`src/rtl/demux1x16_tdm_pkg.sv`:
```
// Shared types and constants for the 16-slot TDM receive demultiplexer.
// Build option DEMUX_STRICT_SYNC_EN is consumed by demux1x16_tdm, not here.
package tdm_pkg;

    localparam int NCH   = 16;
    localparam int SEL_W = 4;

    typedef enum logic {
        HUNT   = 1'b0,
        LOCKED = 1'b1
    } tdm_state_t;

    typedef logic [SEL_W-1:0] slot_t;

    localparam slot_t FIRST_SLOT = slot_t'(0);
    localparam slot_t LAST_SLOT  = slot_t'(NCH - 1);

endpackage

```
`src/rtl/demux1x16_tdm_slot_ctr4.sv`:
```
// Mod-16 slot counter for the TDM demux.
// Clear wins over load-to-1 on a resync, and both win over increment.
module slot_ctr4
    import tdm_pkg::*;
(
    input  logic  clk,
    input  logic  rst,
    input  logic  inc,
    input  logic  load1,
    input  logic  clr,
    output slot_t count,
    output logic  is_last
);

    always_ff @(posedge clk) begin
        if (rst || clr) begin
            count <= FIRST_SLOT;
        end else if (load1) begin
            count <= slot_t'(1);
        end else if (inc) begin
            count <= count + slot_t'(1);
        end
    end

    assign is_last = (count == LAST_SLOT);

endmodule

```
`src/rtl/demux1x16_tdm.sv`:
```
// 1-to-16 TDM demultiplexer: collects one DW-bit beat per slot into a frame.
// Define DEMUX_STRICT_SYNC_EN to require SYNC on every slot-0 beat.
//
// Handshake: a beat is any cycle with in_valid=1 (no backpressure); sync is
// only meaningful when in_valid=1. out_valid is a one-cycle pulse with out
// already holding the new frame; sync_err is a one-cycle pulse that never
// coincides with out_valid.
module demux1x16_tdm
    import tdm_pkg::tdm_state_t;
    import tdm_pkg::slot_t;
    import tdm_pkg::SEL_W;
    import tdm_pkg::HUNT;
    import tdm_pkg::LOCKED;
    import tdm_pkg::FIRST_SLOT;
#(
    parameter int DW  = 1,
    parameter int NCH = 16
) (
    input  logic              clk,
    input  logic              rst,
    input  logic [DW-1:0]     in,
    input  logic              in_valid,
    input  logic              sync,
    output logic [NCH*DW-1:0] out,
    output logic              out_valid,
    output logic [SEL_W-1:0]  sel,
    output logic              sync_err,
    output tdm_state_t        dbg_state
);

    generate
        if (NCH != tdm_pkg::NCH) begin : g_bad_nch
            $error("demux1x16_tdm supports NCH == 16 only");
        end
    endgenerate

`ifdef DEMUX_STRICT_SYNC_EN
    localparam bit STRICT = 1'b1;
`else
    localparam bit STRICT = 1'b0;
`endif

    tdm_state_t              state;
    tdm_state_t              state_nxt;
    logic [NCH-2:0][DW-1:0]  shadow;
    slot_t                   slot;
    logic                    is_last;

    logic  ctr_inc;
    logic  ctr_load1;
    logic  ctr_clr;
    logic  wr_en;
    slot_t wr_idx;
    logic  emit;
    logic  err;

    slot_ctr4 u_slot_ctr (
        .clk     (clk),
        .rst     (rst),
        .inc     (ctr_inc),
        .load1   (ctr_load1),
        .clr     (ctr_clr),
        .count   (slot),
        .is_last (is_last)
    );

    always_comb begin
        ctr_inc   = 1'b0;
        ctr_load1 = 1'b0;
        ctr_clr   = 1'b0;
        wr_en     = 1'b0;
        wr_idx    = slot;
        emit      = 1'b0;
        err       = 1'b0;
        state_nxt = state;
        if (in_valid) begin
            case (state)
                HUNT: begin
                    if (sync) begin
                        wr_en     = 1'b1;
                        wr_idx    = FIRST_SLOT;
                        ctr_load1 = 1'b1;
                        state_nxt = LOCKED;
                    end
                end
                LOCKED: begin
                    if (sync && slot != FIRST_SLOT) begin
                        // Early sync: abandon the partial frame, restart at slot 0.
                        err       = 1'b1;
                        wr_en     = 1'b1;
                        wr_idx    = FIRST_SLOT;
                        ctr_load1 = 1'b1;
                    end else if (STRICT && !sync && slot == FIRST_SLOT) begin
                        err       = 1'b1;
                        ctr_clr   = 1'b1;
                        state_nxt = HUNT;
                    end else begin
                        wr_en   = ~is_last;
                        ctr_inc = 1'b1;
                        emit    = is_last;
                    end
                end
                default: begin
                    state_nxt = HUNT;
                end
            endcase
        end
    end

    always_ff @(posedge clk) begin
        if (rst) begin
            state     <= HUNT;
            out       <= '0;
            out_valid <= 1'b0;
            sync_err  <= 1'b0;
            shadow    <= '0;
        end else begin
            state     <= state_nxt;
            out_valid <= emit;
            sync_err  <= err;
            // Slot 15 bypasses the shadow so the frame lands on the same edge.
            if (emit) begin
                out <= {in, shadow};
            end
            for (int k = 0; k < NCH - 1; k++) begin
                if (wr_en && wr_idx == slot_t'(k)) begin
                    shadow[k] <= in;
                end
            end
        end
    end

    assign sel       = slot;
    assign dbg_state = state;

endmodule

```
`config.mk`:
```
export PLATFORM = sky130hd
export DESIGN_NAME = demux1x16_tdm
export DESIGN_NICKNAME = d
export VERILOG_FILES = /design/src/rtl/demux1x16_tdm_pkg.sv /design/src/rtl/demux1x16_tdm_slot_ctr4.sv /design/src/rtl/demux1x16_tdm.sv
export SDC_FILE = /design/constraint.sdc
export NUM_CORES = 1
export LEC_CHECK = 0
export ABC_AREA = 0
export CAP_MARGIN = 20
export CORE_ASPECT_RATIO = 0.6
export CORE_MARGIN = 3
export CORE_UTILIZATION = 30
export CTS_CLUSTER_DIAMETER = 60
export DETAILED_ROUTE_END_ITERATION = 6
export SYNTH_ARGS = -nofsm -noshare
export SYNTH_HDL_FRONTEND = slang
export SYNTH_SLANG_ARGS = --single-unit
```
`constraint.sdc`:
```
create_clock -name clk -period 3.23 [get_ports clk]
set_input_delay 0.323 -clock clk [delete_from_list [all_inputs] [get_ports clk]]
set_output_delay 0.323 -clock clk [all_outputs]
set_load 0.1 [all_outputs]
```
After elaboration in Yosys (flattened, before gate mapping)
Index checks and enable logic that the tools add are counted.
Operators by class
  reductions and logical operators: 21
  bitwise operators: 3
  equality and inequality tests: 15
  add/sub/neg operators: 1
  mux-type cells: 20
Operators with widths (count)
  $eq 4x4->1 const B: 8
  $eq 4x3->1 const B: 4
  $logic_and 1x1->1: 16
  $mux 1: 14
  $mux 4: 3
  $eq 4x2->1 const B: 2
  $pmux 4 s2: 1
  $add 4x1->4 const B: 1
  $eq 4x1->1 const B: 1
  $logic_not 4->1: 1
  $pmux 1 s2: 2
  $reduce_bool 4->1: 1
  $not 1->1: 3
  $reduce_or 3->1: 1
  $reduce_bool 2->1: 1
  $reduce_or 2->1: 1
Storage, ports and cells
  logic and storage cells: 81
  output and inout port bits: 23
  register bits after elaboration: 38
  input bits: 5

Longest topological paths before layout
Gate-level depths: netlist (run 1).
  depth in word-level cells: 7
  gate-level depth with buffers: 7

Modules after synthesis
Synthesis (run 1) repeated with hierarchy kept, for this count alone.
Second synthesis, totals
  cell total of the unflattened synthesis: 183
  area total of the unflattened synthesis: 1679.1 sq um
Modules (own cells, without submodules)
  demux1x16_tdm: area an instance 1485.2 sq um, times used 1, cells an instance 164, sequential area each 680.7 sq um
  slot_ctr4: area an instance 193.9 sq um, times used 1, cells an instance 19, sequential area each 80.1 sq um

Worst setup path after synthesis (run 1)
Ideal clock, no wire load.
  path kind: reg2reg
  start point: register u_slot_ctr.count[1]
  end point: register out[2]
  library setup time: 132 ps
  arrival: 2154 ps
  stages on the path, launching flop included: 8
  buffers on the path: 2
  period minus slack after synthesis: 2286 ps
  required time: 3098 ps
  setup slack: 944 ps
  path through: dfxtp_1 > ha_1 > nand2_1 > or2_2 > buf_2 > buf_2 > nand2_1 > a21oi_1
Between the ends
  longest elaborated chain between the ends: 5
RTL lines
  from (decl): RTL line demux1x16_tdm_slot_ctr4.sv:11  | output slot_t count,
  from (signal assigned): RTL line demux1x16_tdm_slot_ctr4.sv:19  | count <= slot_t'(1);
  from (signal assigned): RTL line demux1x16_tdm_slot_ctr4.sv:21  | count <= count + slot_t'(1);
  $reduce_bool 4->1: RTL line demux1x16_tdm.sv:87  | if (sync && slot != FIRST_SLOT) begin
  $logic_and 1x1->1: RTL line demux1x16_tdm.sv:87
  $mux 1 (*): RTL line demux1x16_tdm.sv:87
  $mux 1 (*): RTL line demux1x16_tdm.sv:77  | case (state)
  $mux 1 (*): RTL line demux1x16_tdm.sv:76  | if (in_valid) begin
  to (signal assigned): RTL line demux1x16_tdm.sv:123  | out <= {in, shadow};
  to (decl): RTL line demux1x16_tdm.sv:24  | output logic [NCH*DW-1:0] out,
Mark *: on every way between the ends. The rest lies on a longest branch, timed or not.
A chain may end at the register's enable or synchronous reset.

Final worst setup path (run 1)
  start point: register state, in the netlist dbg_state
  end point: output dbg_state
RTL lines
  from (decl): RTL line demux1x16_tdm.sv:43  | tdm_state_t state;
  from (signal assigned): RTL line demux1x16_tdm.sv:118  | state <= state_nxt;
  to (decl): RTL line demux1x16_tdm.sv:28  | output tdm_state_t dbg_state
No word-level cell between the ends.

==> qor.txt, run 1 <==
Status = completed
Layout fillers = 515
Xor/xnor cell area share of the yosys netlist = 0.00545
Initial core utilization = 0.332
Setup TNS = 0 ps
Clock group share of total power = 0.384
Crit Reg-Reg Endpoint = shadow[5]
Combinational power share = 0.076
Number of global-route vias before repair = 1,257
DRC viols = 0
DR vias/cell = 4.75
WL final = 3.53 mm
Final period utilization = 0.721
Sink Count = 38
Worst r2r path cells = 6
Initial DRT Pass Iterations = 4
Compound-cell area share of the yosys netlist = 0.116
Yosys reg bits = 38
Largest cells by area after synthesis = dfxtp_1 47%, nand2_1 8.6%, mux2i_1 7.5%
Final Cell Area = 2010 µm²
Number of nets in the layout = 218
CP startpoint = dbg_state
Core ar. = 4850 µm²
Crit path kind = flop to output port
Post-Syn Area = 1610 µm²
Slew headroom = 0.345
Critical-path cell list = clkdlybuf4s50_1
Synth Area in Simple Gates = 0.271
Critical Path Stages = 1
Row cnt = 19
Fraction of layout cells with a size suffix above 1 = 0.0802
Sequential fraction of the synthesis area = 0.473
Max Clock Skew = 8.66 ps
Main synth FF type = dfxtp_1
First-pass GRT wire length = 6.10 mm
Final estimated routing congestion in global placement = 0.766
Top-count cell post-synth = dfxtp_1
CP max stage delay = 1200 ps
Setup bufs post-CTS = 0
Pwr Density = 439 nW/µm²
Ports = 28
Hpwl dp = 2.44 mm
Slowest cell on crit path = clkdlybuf4s50_1
Syn_nets = 192
Largest family of logic cells by synthesized area = simple AND/OR/NAND/NOR gates
Sw Share = 0.245
Mux cell area share after synthesis = 0.0817
Post-Syn Instances = 185
Antenna violations before repair = 0
Worst Max-Slew Pin Slew = 979 ps
Period minus WS final = 2330 ps
H-tree Lvls = 2
Worst vdd ir = 0.226 mV
Avg Synthesized Cell Area = 8.69 µm²
R2R Path Start = u_slot_ctr.count[0]
TritonCTS clock tree = done
Synth top area share = 0.473
Crit. End Element = output port
Die area = 6300 µm²
Pleak = 0.680 nW
Reported max-cap violation count = 0
Synth cell types = 32
CP startpoint kind = flop
Final hold violations = 0
Crit path max fanout = 7
GRT overflow = 0
Worst hold path type = flop to flop
Async SR Flop Fraction = 0
Seq pwr share = 0.540
Initial DRC Count = 70
CP delay by family, top = buffers and inverters
Worst skew pair latency = 290 ps
Unrepaired setup endpoints after global routing = false
Wire length per cell = 12.8 µm
Vias = 1,307
Reg2Reg Setup Slack = 1420 ps
Largest net degree at the start of global routing = 23
GRT Util Overall = 0.122
WP data arrival = 2010 ps
CP endpoint = dbg_state
ANT nets after route = 0
Chip width = 101 µm
Die H = 62.7 µm
Sw power = 0.216 mW
Synth Area in Adders = 0.0156
Critical path required time = 2910 ps
Commonest cells post-synth = 38 x dfxtp_1, 37 x nand2_1, 18 x a21oi_1
Biggest area consumer among synthesized cells = dfxtp_1
Hold Buf Count CTS = 0
Placed cell area = 1920 µm²
Max frequency = 429 MHz
Internal power = 0.666 mW
Worst-case clock buffer depth = 2
PortBufs = 27
Root Driver = clkbuf_8
Finish-stage setup viols = 0
Total Power = 0.882 mW
Post-synth EDFFs = 0
Area grow syn2layout = 25.1%
Antenna cells = 0
Worst-path clk slew = 80 ps
Synth warn = 0
Fin. max-slew vios = 0
CTS buffer count = 5
Buf+Inv Stages, Crit Path = 1
Post-cts sizing count = 0
-- state kept, by name, indices dropped and copies added (netlist names) --
register / flops
dbg_state: 1
out: 16
out_valid: 1
shadow: 15
sync_err: 1
u_slot_ctr.count: 4
-- cell type report --
| type | instances | area (µm²) | share of cell area |
|---|---|---|---|
| timing repair buffer | 29 | 283 | 0.141 |
| sequential | 38 | 761 | 0.378 |
| clock buffer | 7 | 86.3 | 0.0429 |
| tap | 63 | 78.8 | 0.0392 |
| inverter | 3 | 11.3 | 0.00560 |
| multi-input combinational | 134 | 787 | 0.391 |
| clock inverter | 1 | 5.00 | 0.00249 |
-- power by group through the flow --
stage          Combinational, mW  Clock [mW]  Sequential, mW
6_report                  0.0668       0.339           0.477
5_1_grt                   0.0719       0.371           0.477
2_1_floorplan             0.0310           0           0.502
3_5_place_dp              0.0667           0           0.487
4_1_cts                   0.0670       0.356           0.476
3_3_place_gp              0.0666           0           0.488
-- stage by stage --
step,std cells,util,hold WS [ps],setup slack (ps)
after floorplan,185,-,427,944
after detailed placement,267,0.396,443,1000
final,275,0.415,451,900
after global routing,275,0.415,471,837
after CTS,275,0.415,454,893
after global placement,267,0.396,437,1140
-- layer usage --
layer | vias to the layer above | global-route usage | routed length, µm
met3 | 5 | 0.0446 | 210
met1 | 589 | 0.181 | 1920
met5 | - | 0 | 0
met4 | 0 | 0.0403 | 42
met2 | 34 | 0.158 | 1350
li1 | 679 | - | -
-- layout by cell type (no fill, tap or decap), types with 2 or more instances in the layout --
| master | n |
|---|---|
| a21oi_1 | 18 |
| buf_4 | 3 |
| clkbuf_8 | 6 |
| clkdlybuf4s50_1 | 26 |
| dfxtp_1 | 38 |
| ha_1 | 2 |
| inv_1 | 3 |
| mux2i_1 | 12 |
| nand2_1 | 37 |
| nand2b_1 | 12 |
| nor2_1 | 15 |
| nor2b_1 | 4 |
| nor3_1 | 4 |
| nor4_1 | 3 |
| o21ai_0 | 6 |
| o21bai_1 | 2 |
| o31ai_1 | 4 |
| or2_2 | 2 |
-- cell families after synthesis --
logic type,Yosys count
XOR/XNOR,1
adder cells (fa/ha/maj),2
flip-flops,38
multiplexers,13
AO/OA/AOI/OAI,33
AND/OR/NAND/NOR,85
buffers and inverters,13
-- worst min-delay path by stage --
stage	from	end	slack [ps]	cells after the start
after floorplan	shadow[13]	out[13]	430	2
after global placement	shadow[2]	out[2]	440	2
after detailed placement	shadow[2]	out[2]	440	2
after CTS	shadow[2]	out[2]	450	2
after global routing	shadow[14]	out[14]	470	2
final	shadow[2]	out[2]	450	2
No activity file was read; power rests on OpenSTA's default activity.
==> run 2, diff against run 1 <==
clock period = 2.2 ns   (was 3.23 ns; I/O delays follow)
==> qor.txt, run 2 (same netlist as run 1, synthesis figures left out) <==
Status = completed
Combinational power share = 0.078 (+0.002)
Die H = 62.7 µm (unchanged)
Worst-path clk slew = 70 ps (about the same)
Final worst slack = 491 ps (-409 ps)
Period minus WS final = 1710 ps
Largest regs = out x16, shadow x15, u_slot_ctr.count x4
H-tree Lvls = 2 (unchanged)
Met2 GRT Util = 0.144 (-0.0132)
Worst Max-Slew Pin Slew = 427 ps (-552 ps)
R2R Path Start = u_slot_ctr.count[0]
Die area = 6300 µm² (unchanged)
Slew headroom = 0.715 (+0.370)
Worst hold path type = flop to flop
Ports = 28 (unchanged)
Critical-path cell list = inv_1 > ha_1 > and4bb_2 > o21bai_1 > nor3_1 > mux2i_1
Hold Buf Count CTS = 0 (unchanged)
Final period utilization = 0.777
Fin. max-slew vios = 0 (unchanged)
Worst-case clock buffer depth = 2 (unchanged)
WP data arrival = 1870 ps (-140 ps)
CP max stage delay = 420 ps (-780 ps)
Unrepaired setup endpoints after global routing = false
Reported max-cap violation count = 0 (unchanged)
Hpwl dp = 2.61 mm (+7.3%)
Post-cts sizing count = 0 (unchanged)
CP startpoint kind = flop
Pwr Density = 650 nW/µm² (+48%)
Crit path kind = flop to flop
Number of nets in the layout = 222 (+1.8%)
Crit path max fanout = 8 (+1)
Chip width = 101 µm (unchanged)
Largest net degree at the start of global routing = 28 (+22%)
Final hold violations = 0 (unchanged)
Setup bufs post-CTS = 0 (unchanged)
Vias = 1,315 (+0.61%)
Clock group share of total power = 0.381 (-0.003)
WL final = 3.57 mm (+1.3%)
TritonCTS clock tree = done
Finish-stage setup viols = 0 (unchanged)
Initial DRC Count = 49 (-30%)
Layout fillers = 515 (unchanged)
Initial DRT Pass Iterations = 4 (unchanged)
Wire length per cell = 12.8 µm (-0.18%)
DR vias/cell = 4.71 (-0.83%)
Area grow syn2layout = 23.8%
Largest register FFs = 16 (unchanged)
Initial core utilization = 0.332 (unchanged)
Commonest non-fill, non-tap cells in the layout = 37 x nand2_1, 35 x dfxtp_1, 29 x buf_4
Internal power = 0.981 mW (+47%)
Hold Path Stages = 2 (unchanged)
Final estimated routing congestion in global placement = 0.829 (+8.1%)
Max Clock Skew = 3.79 ps (-4.87 ps)
Row cnt = 19 (unchanged)
Seq pwr share = 0.541 (about the same)
Fraction of layout cells with a size suffix above 1 = 0.213 (+0.133)
DP Worst Slack = 299 ps (-703 ps)
Met1 Track Usage GR = 0.196 (+0.0146)
Slowest cell on crit path = dfxtp_2
GRT overflow = 0 (unchanged)
Core ar. = 4850 µm² (unchanged)
PortBufs = 27 (unchanged)
Biggest register = out
Crit. End Element = flop
Worst skew pair latency = 290 ps (about the same)
Root Driver = clkbuf_8
First-pass GRT wire length = 6.02 mm (-1.4%)
ANT nets after route = 0 (unchanged)
CTS buffer count = 5 (unchanged)
Sw Share = 0.242 (-0.00276)
Pleak = 0.745 nW (+9.6%)
Critical path required time = 2360 ps (-550 ps)
Hold_sp = shadow[14]
Commonest non-fill, non-tap cell in the layout = nand2_1
Worst vdd ir = 0.338 mV (+49%)
Antenna cells = 0 (unchanged)
Sink Count = 38 (unchanged)
Antenna violations before repair = 0 (unchanged)
Most used routing layer = met1
Number of global-route vias before repair = 1,194 (-5.0%)
DRC viols = 0 (unchanged)
Sw power = 0.314 mW (+45%)
Max frequency = 585 MHz
Setup TNS = 0 ps (unchanged)
CP startpoint = u_slot_ctr.count[0]
GRT Util Overall = 0.122 (+0.000641)
Worst r2r path cells = 6 (unchanged)
Met3 Track Usage GR = 0.0412 (-0.00334)
Total Power = 1.29 mW (+47%)
[run 2: cell types whose count changed in the layout (fill, tap and decap cells not counted), sizes merged]
cell | previous run | this run
buf | 3 | 29
clkdlybuf4s50 | 26 | 4
[run 2: routing by layer]
layer | wire length, µm | up-vias | share of wire
met5 | 0 | - | 0
met4 | 53 | 0 | 0.015
met3 | 237 | 7 | 0.066
met2 | 1240 | 37 | 0.35
met1 | 2040 | 586 | 0.57
li1 | - | 685 | -
[run 2: worst paths after layout]
check / to / slack [ps]
worst max-delay path: shadow[5] / 490
worst max register to register: shadow[5] / 490
worst min register to register: out[14] / 450
worst min-delay path: out[14] / 450
[run 2: worst max-delay path: cells and delay by family (launching register included)]
kind / cells / cell delay (ps)
buffers and inverters: 1 / 80
adders and majority gates: 1 / 210
AOI/OAI and AO/OA: 1 / 370
and+or+nand+nor: 2 / 370
muxes: 1 / 130
DFF: 1 / 420
[run 2: power by group through the flow]
stage / Clock, mW / Sequential [mW] / Combinational, mW
final: 0.493 / 0.701 / 0.101
after global routing: 0.554 / 0.701 / 0.110
after CTS: 0.516 / 0.700 / 0.101
after detailed placement: 0 / 0.717 / 0.101
after global placement: 0 / 0.716 / 0.101
after floorplan: 0 / 0.737 / 0.0453
[run 2: final cells by class]
| type | instances | area [µm²] | area share |
|---|---|---|---|
| Tap cell | 63 | 78.8 | 0.0396 |
| Sequential cell | 38 | 764 | 0.384 |
| Clock buffer | 7 | 86.3 | 0.0434 |
| Clock inverter | 1 | 5.00 | 0.00251 |
| Timing Repair Buffer | 33 | 258 | 0.129 |
| Multi-Input combinational cell | 134 | 787 | 0.395 |
| Inverter | 3 | 11.3 | 0.00566 |
[run 2: stage by stage]
step / std cells / instance area (µm²) / hold slack, ps / utilization
2_1_floorplan: 185 / 1610 / 356 / -
3_3_place_gp: 271 / 1900 / 445 / 0.392
3_5_place_dp: 271 / 1900 / 445 / 0.392
4_1_cts: 279 / 1990 / 456 / 0.410
5_1_grt: 279 / 1990 / 479 / 0.410
6_report: 279 / 1990 / 453 / 0.410
